===== config.mk =====
export PLATFORM = sky130hd
export DESIGN_NAME = shifter8_ctrl
export DESIGN_NICKNAME = d
export VERILOG_FILES = /design/src/rtl/shifter8_pkg.sv /design/src/rtl/shift_step.sv /design/src/rtl/shifter8_ctrl.sv
export SDC_FILE = /design/constraint.sdc
export NUM_CORES = 1
export LEC_CHECK = 0
export ABC_CLOCK_PERIOD_IN_PS = 2700
export CAP_MARGIN = 15
export CORE_UTILIZATION = 48
export CTS_CLUSTER_DIAMETER = 30
export CTS_CLUSTER_SIZE = 10
export DETAILED_ROUTE_END_ITERATION = 8
export PLACE_DENSITY_LB_ADDON = 0.3
export SKIP_LAST_GASP = 1
export SYNTH_ARGS = -nofsm -noshare
export SYNTH_HDL_FRONTEND = slang
export SYNTH_HIERARCHICAL = 1
export SYNTH_SLANG_ARGS = --single-unit

===== constraint.sdc =====
create_clock -name clk -period 2.7 [get_ports clk]
set_clock_uncertainty 0.2 [all_clocks]
set_input_delay 0.405 -clock clk [delete_from_list [all_inputs] [get_ports clk]]
set_output_delay 0.405 -clock clk [all_outputs]
set_load 0.01 [all_outputs]

===== src/rtl/shifter8_pkg.sv =====
// rtl/shifter8_pkg.sv - shared op codes, state encoding and helpers for the shifter sequencer
//
// Purpose : op-code constants understood by the 8-bit shifter register, the
//           sequencer state encoding, and the largest shift the datapath can
//           perform in a single cycle.
// Ports   : none (package)

package shifter8_pkg;

   // Op codes driven onto the shifter's op input
   localparam logic [2:0] OP_NOP  = 3'b000;
   localparam logic [2:0] OP_LOAD = 3'b001;
   localparam logic [2:0] OP_LSL  = 3'b010;
   localparam logic [2:0] OP_LSR  = 3'b011;
   localparam logic [2:0] OP_ASR  = 3'b100;

   // Widest shift the datapath applies in one cycle (fits the 2-bit shamt)
   localparam int unsigned MAX_STEP = 3;

   typedef enum logic [1:0] {
      ST_IDLE  = 2'b00,
      ST_LOAD  = 2'b01,
      ST_SHIFT = 2'b10,
      ST_DONE  = 2'b11
   } state_t;

   // True for the three directional shift codes
   function automatic logic is_shift_op(input logic [2:0] i_op);
      return (i_op == OP_LSL) || (i_op == OP_LSR) || (i_op == OP_ASR);
   endfunction

   // Codes above ASR are not defined for the shifter
   function automatic logic is_legal_op(input logic [2:0] i_op);
      return (i_op <= OP_ASR);
   endfunction

endpackage


===== src/rtl/shift_step.sv =====
// rtl/shift_step.sv - splits a remaining shift count into one per-cycle step
//
// Purpose : combinational step slicer. Given the shift still outstanding it
//           returns the amount to apply this cycle, min(rem, MAX_STEP), and
//           the count left over afterwards.
// Ports   : i_rem       in  AMT_W  remaining shift amount
//           o_shamt     out 2      amount to shift this cycle
//           o_rem_next  out AMT_W  remaining amount after this step

module shift_step
   import shifter8_pkg::*;
#(
   parameter int AMT_W = 3
) (
   input  logic [AMT_W-1:0] i_rem,
   output logic [1:0]       o_shamt,
   output logic [AMT_W-1:0] o_rem_next
);

   // Work at no less than 2 bits so the comparison against MAX_STEP and the
   // 2-bit step slice stay legal even for a 1-bit amount field.
   localparam int EXT_W = (AMT_W < 2) ? 2 : AMT_W;

   logic [EXT_W-1:0] w_rem_ext;
   logic [EXT_W-1:0] w_max_ext;
   logic [EXT_W-1:0] w_step_ext;
   logic [EXT_W-1:0] w_left_ext;

   assign w_rem_ext  = EXT_W'(i_rem);
   assign w_max_ext  = EXT_W'(MAX_STEP);
   assign w_step_ext = (w_rem_ext > w_max_ext) ? w_max_ext : w_rem_ext;
   assign w_left_ext = w_rem_ext - w_step_ext;

   assign o_shamt    = w_step_ext[1:0];
   assign o_rem_next = AMT_W'(w_left_ext);

endmodule


===== src/rtl/shifter8_ctrl.sv =====
// rtl/shifter8_ctrl.sv - command sequencer driving the 8-bit shifter's op/shamt inputs
//
// Purpose : accepts one shift command at a time over valid/ready, breaks
//           long shifts into steps of at most MAX_STEP, and reports
//           completion with a one-cycle done pulse (err flags illegal ops).
// Ports   : clk        in  1      system clock, rising edge
//           reset_n    in  1      asynchronous active-low reset
//           cmd_valid  in  1      command present
//           cmd_ready  out 1      controller idle, can accept a command
//           cmd_op     in  3      NOP/LOAD/LSL/LSR/ASR, 101..111 illegal
//           cmd_amt    in  AMT_W  total shift amount (ignored for NOP/LOAD)
//           op         out 3      registered op code to the shifter
//           shamt      out 2      registered per-cycle shift amount
//           busy       out 1      high whenever not IDLE
//           done       out 1      one-cycle completion pulse
//           err        out 1      with done, completed command was illegal

module shifter8_ctrl
   import shifter8_pkg::*;
#(
   parameter int AMT_W = 3
) (
   input  logic             clk,
   input  logic             reset_n,
   input  logic             cmd_valid,
   output logic             cmd_ready,
   input  logic [2:0]       cmd_op,
   input  logic [AMT_W-1:0] cmd_amt,
   output logic [2:0]       op,
   output logic [1:0]       shamt,
   output logic             busy,
   output logic             done,
   output logic             err
);

   state_t           r_state;
   logic [2:0]       r_op;
   logic [1:0]       r_shamt;
   logic [AMT_W-1:0] r_rem;
   logic             r_done;
   logic             r_err;

   state_t           w_state_nxt;
   logic [2:0]       w_op_nxt;
   logic [1:0]       w_shamt_nxt;
   logic [AMT_W-1:0] w_rem_nxt;
   logic             w_done_nxt;
   logic             w_err_nxt;

   logic             w_accept;
   logic [AMT_W-1:0] w_step_in;
   logic [1:0]       w_step_shamt;
   logic [AMT_W-1:0] w_step_rem;

   assign w_accept = cmd_valid && (r_state == ST_IDLE);

   // r_rem holds what is left *after* the step currently on op/shamt, so
   // the single slicer is fed from the fresh command while idle and from
   // r_rem while shifting.
   assign w_step_in = (r_state == ST_IDLE) ? cmd_amt : r_rem;

   shift_step #(
      .AMT_W (AMT_W)
   ) u_shift_step (
      .i_rem      (w_step_in),
      .o_shamt    (w_step_shamt),
      .o_rem_next (w_step_rem)
   );

   always_ff @(posedge clk or negedge reset_n) begin
      if (!reset_n) begin
         r_state <= ST_IDLE;
         r_op    <= OP_NOP;
         r_shamt <= 2'b00;
         r_rem   <= '0;
         r_done  <= 1'b0;
         r_err   <= 1'b0;
      end else begin
         r_state <= w_state_nxt;
         r_op    <= w_op_nxt;
         r_shamt <= w_shamt_nxt;
         r_rem   <= w_rem_nxt;
         r_done  <= w_done_nxt;
         r_err   <= w_err_nxt;
      end
   end

   // Next state together with the values op/shamt/done/err take in that
   // state, so the outputs are registered and line up with the state.
   always_comb begin
      w_state_nxt = r_state;
      w_op_nxt    = OP_NOP;
      w_shamt_nxt = 2'b00;
      w_rem_nxt   = r_rem;
      w_done_nxt  = 1'b0;
      w_err_nxt   = 1'b0;

      case (r_state)
         ST_IDLE: begin
            if (w_accept) begin
               if (cmd_op == OP_LOAD) begin
                  w_state_nxt = ST_LOAD;
                  w_op_nxt    = OP_LOAD;
                  w_rem_nxt   = '0;
               end else if (is_shift_op(cmd_op) && (cmd_amt != '0)) begin
                  w_state_nxt = ST_SHIFT;
                  w_op_nxt    = cmd_op;
                  w_shamt_nxt = w_step_shamt;
                  w_rem_nxt   = w_step_rem;
               end else begin
                  // NOP, zero-length shift or illegal code: nothing reaches
                  // the shifter, complete straight away.
                  w_state_nxt = ST_DONE;
                  w_done_nxt  = 1'b1;
                  w_err_nxt   = !is_legal_op(cmd_op);
                  w_rem_nxt   = '0;
               end
            end
         end

         ST_LOAD: begin
            w_state_nxt = ST_DONE;
            w_done_nxt  = 1'b1;
         end

         ST_SHIFT: begin
            if (r_rem == '0) begin
               w_state_nxt = ST_DONE;
               w_done_nxt  = 1'b1;
            end else begin
               // r_op still carries the direction latched at acceptance
               w_op_nxt    = r_op;
               w_shamt_nxt = w_step_shamt;
               w_rem_nxt   = w_step_rem;
            end
         end

         ST_DONE: begin
            w_state_nxt = ST_IDLE;
         end

         default: begin
            w_state_nxt = ST_IDLE;
         end
      endcase
   end

   assign cmd_ready = (r_state == ST_IDLE);
   assign busy      = (r_state != ST_IDLE);
   assign op        = r_op;
   assign shamt     = r_shamt;
   assign done      = r_done;
   assign err       = r_err;

endmodule


==> out/results.ini <==
[sta]
setup_viol = 0
hold_viol_final = 0
fin_tns_setup_ns = 0
fin_crit_ns = 2.42
worstMarginPinSlew_ns = 0.563
fin_crit_sh_pct = 89.6
maxSlewHeadroom_pct = 62.4
grt_setup_unrepaired = false
timing.final.ws_setup_ns = 0.280
fmax_mhz = 413
maxSlewViolCount = 0
hold-worst-slack_ns = 0.279

[synth]
synthCells = 75
yosys.cell_types.count = 33
ys_warn_count = 6
netlist_top_cells_area = dfrtp_1 (38%), ha_1 (9.6%), a22o_1 (4.5%)
ys_ff_latch = 12
ys_seq_area_share_pct = 38.3
synth_ff_type = dfrtp_1
syn-num-nets = 90
synth_top_area_share_pct = 38.3
synth-async-reset-ratio_pct = 100
synth_edf_count = 0
yosys-top-cells-count = dfrtp_1 (12), ha_1 (6), inv_1 (6)
synth_top_area_cell = dfrtp_1
yosysMostFrequentCell = dfrtp_1
synth_area_sq_um = 785
avgSynthCellArea_sq_um = 10.5

[placement]
gp_congestion = 0.792
dpl_worst_slack_ns = 0.310
port_buffers = 17
place_hpwl_um = 1210

[routing]
routed_wl_um = 1610
first_pass_iters = 4
drc = 0
vias = 635
vias_per_cell = 5.72
ant_nets = 0
first_iter_violations = 5
wl_per_cell_um = 14.5

[clock_tree]
numCtsBuffers = 3
cts_resized = 0
h-tree-depth = 1
clk_pin_slew_ns = 0.08
clock_sinks = 12
clock_latency_ns = 0.28
clock-root-buffer = clkbuf_4
cts_hold_buf = 0
post-cts-setup-buffers = 0
cts_tree = done
cts_buffer_depth = 2

[floorplan]
boundaryPins = 18
die_w_um = 42.4
die_h_um = 42.4
row_count = 14
start_util_pct = 51.5
dieArea_sq_um = 1800
core_sq_um = 1520

[finish]
antenna_cells = 0
finalNetCount = 111
drive_above_1_share_pct = 11.6
final_core_utilization_pct = 65.8
syn_to_final_growth_pct = 27.9

[critical_path]
required_ns = 2.10
start_kind = flip-flop
crit_path_end_kind = primary output
cpMaxStageDelayCell = clkdlybuf4s50_1
cpPeakStageDelay_ns = 0.61
crit_chain = inv_1 > ha_1 > clkdlybuf4s50_1
cp.arrival_ns = 1.82
crit_fanout = 10
worstSetupPathType = reg2out

[pwr]
swShare_pct = 39.0
p_leak_nw = 0.431
intPower_w = 0.000589
switchingPower_w = 0.000376
ir_worst_vdd_v = 0.000574
p_per_area_nw_per_um2 = 961
power_w = 0.000964
pwr-share-comb_pct = 56.2
p_clk_share_pct = 15.4
pwr-share-seq_pct = 28.4

[global_route]
antenna_found_initial = 0
grt_max_degree = 13
globalRouteOverflowTotal = 0
grtUsageTotal_pct = 20.5
grt_pass1_wl_um = 2770
grt_pass1_vias = 633

[min_path]
holdCritPathClass = in2async

[outcome]
status = finished, final reports clean

[run]
max_cap_viol_count = 0

[power groups by stage]
stage          Sequential [W]  Combinational [W]  Clock (W)
2_1_floorplan        0.000277           0.000391          0
3_3_place_gp         0.000275           0.000537          0
3_5_place_dp         0.000278           0.000544          0
4_1_cts              0.000274           0.000549   0.000149
5_1_grt              0.000280           0.000624   0.000153
6_report             0.000274           0.000542   0.000149
[worst max-delay path: cells and delay by family, from the launching register on]
kind,cells,cell delay [ns]
adder cells (fa/ha/maj),1,0.39
buffers and inverters,2,0.73
flip-flops,1,0.42
[logic make-up (layout without fill, tap and decap cells)]
kind of cell	count (synthesis)	count (layout)	synth area share [%]
adder cells (fa/ha/maj)	6	6	9.57
AO/OA/AOI/OAI	22	22	21.7
buffers and inverters	7	27	3.83
XOR/XNOR	1	1	1.12
flip-flops	12	12	38.3
multiplexers	5	5	7.50
AND/OR/NAND/NOR	22	22	18.0
[path summary, 6_finish.rpt]
kind / startpoint / endpoint / slack [ns] / cells after the start
max: r_state[0] / cmd_ready / 0.28 / 3
min: reset_n / r_state[1] / 0.28 / 1
max reg2reg: r_state[0] / r_rem[2] / 0.32 / 8
min reg2reg: op[0] / op[0] / 0.30 / 1
max in group asynchronous: reset_n / shamt[1] / 1.65 / 1
min in group clk: op[0] / op[0] / 0.30 / 1
[metrics by stage]
step	std cells	area [sq um]
6_report	111	1000
5_1_grt	111	1000
2_1_floorplan	75	785
3_3_place_gp	107	967
4_1_cts	111	1000
3_5_place_dp	107	967
[final cells by class]
class                           instances  area (sq um)
Fill cell                             127           520
Multi-Input combinational cell         56           454
Sequential cell                        12           300
Timing Repair Buffer                   17           170
Clock buffer                            4          36.3
Inverter                                6          22.5
Tap cell                               16          20.0
[per-layer routing]
layer  global-route usage [%]  wire length [um]
met5                        0                 0
met4                     11.3                46
met1                     28.8               779
met3                     2.59                44
met2                     30.5               735
[cells in the final DEF (no fill, tap or decap), types with 3 or more instances in the layout]
master / instances
a22o_1: 4
a21oi_1: 3
nand2_1: 4
inv_1: 6
mux2_2: 3
clkbuf_4: 3
nor3_1: 4
dfrtp_1: 12
o31ai_1: 4
ha_1: 6
clkdlybuf4s50_1: 17
[sequential cells by signal (all words and copies together), names as in the netlist]
signal   flops
done         1
shamt        2
err          1
op           3
r_rem        3
r_state      2
Power figures use the tool's default switching activity.
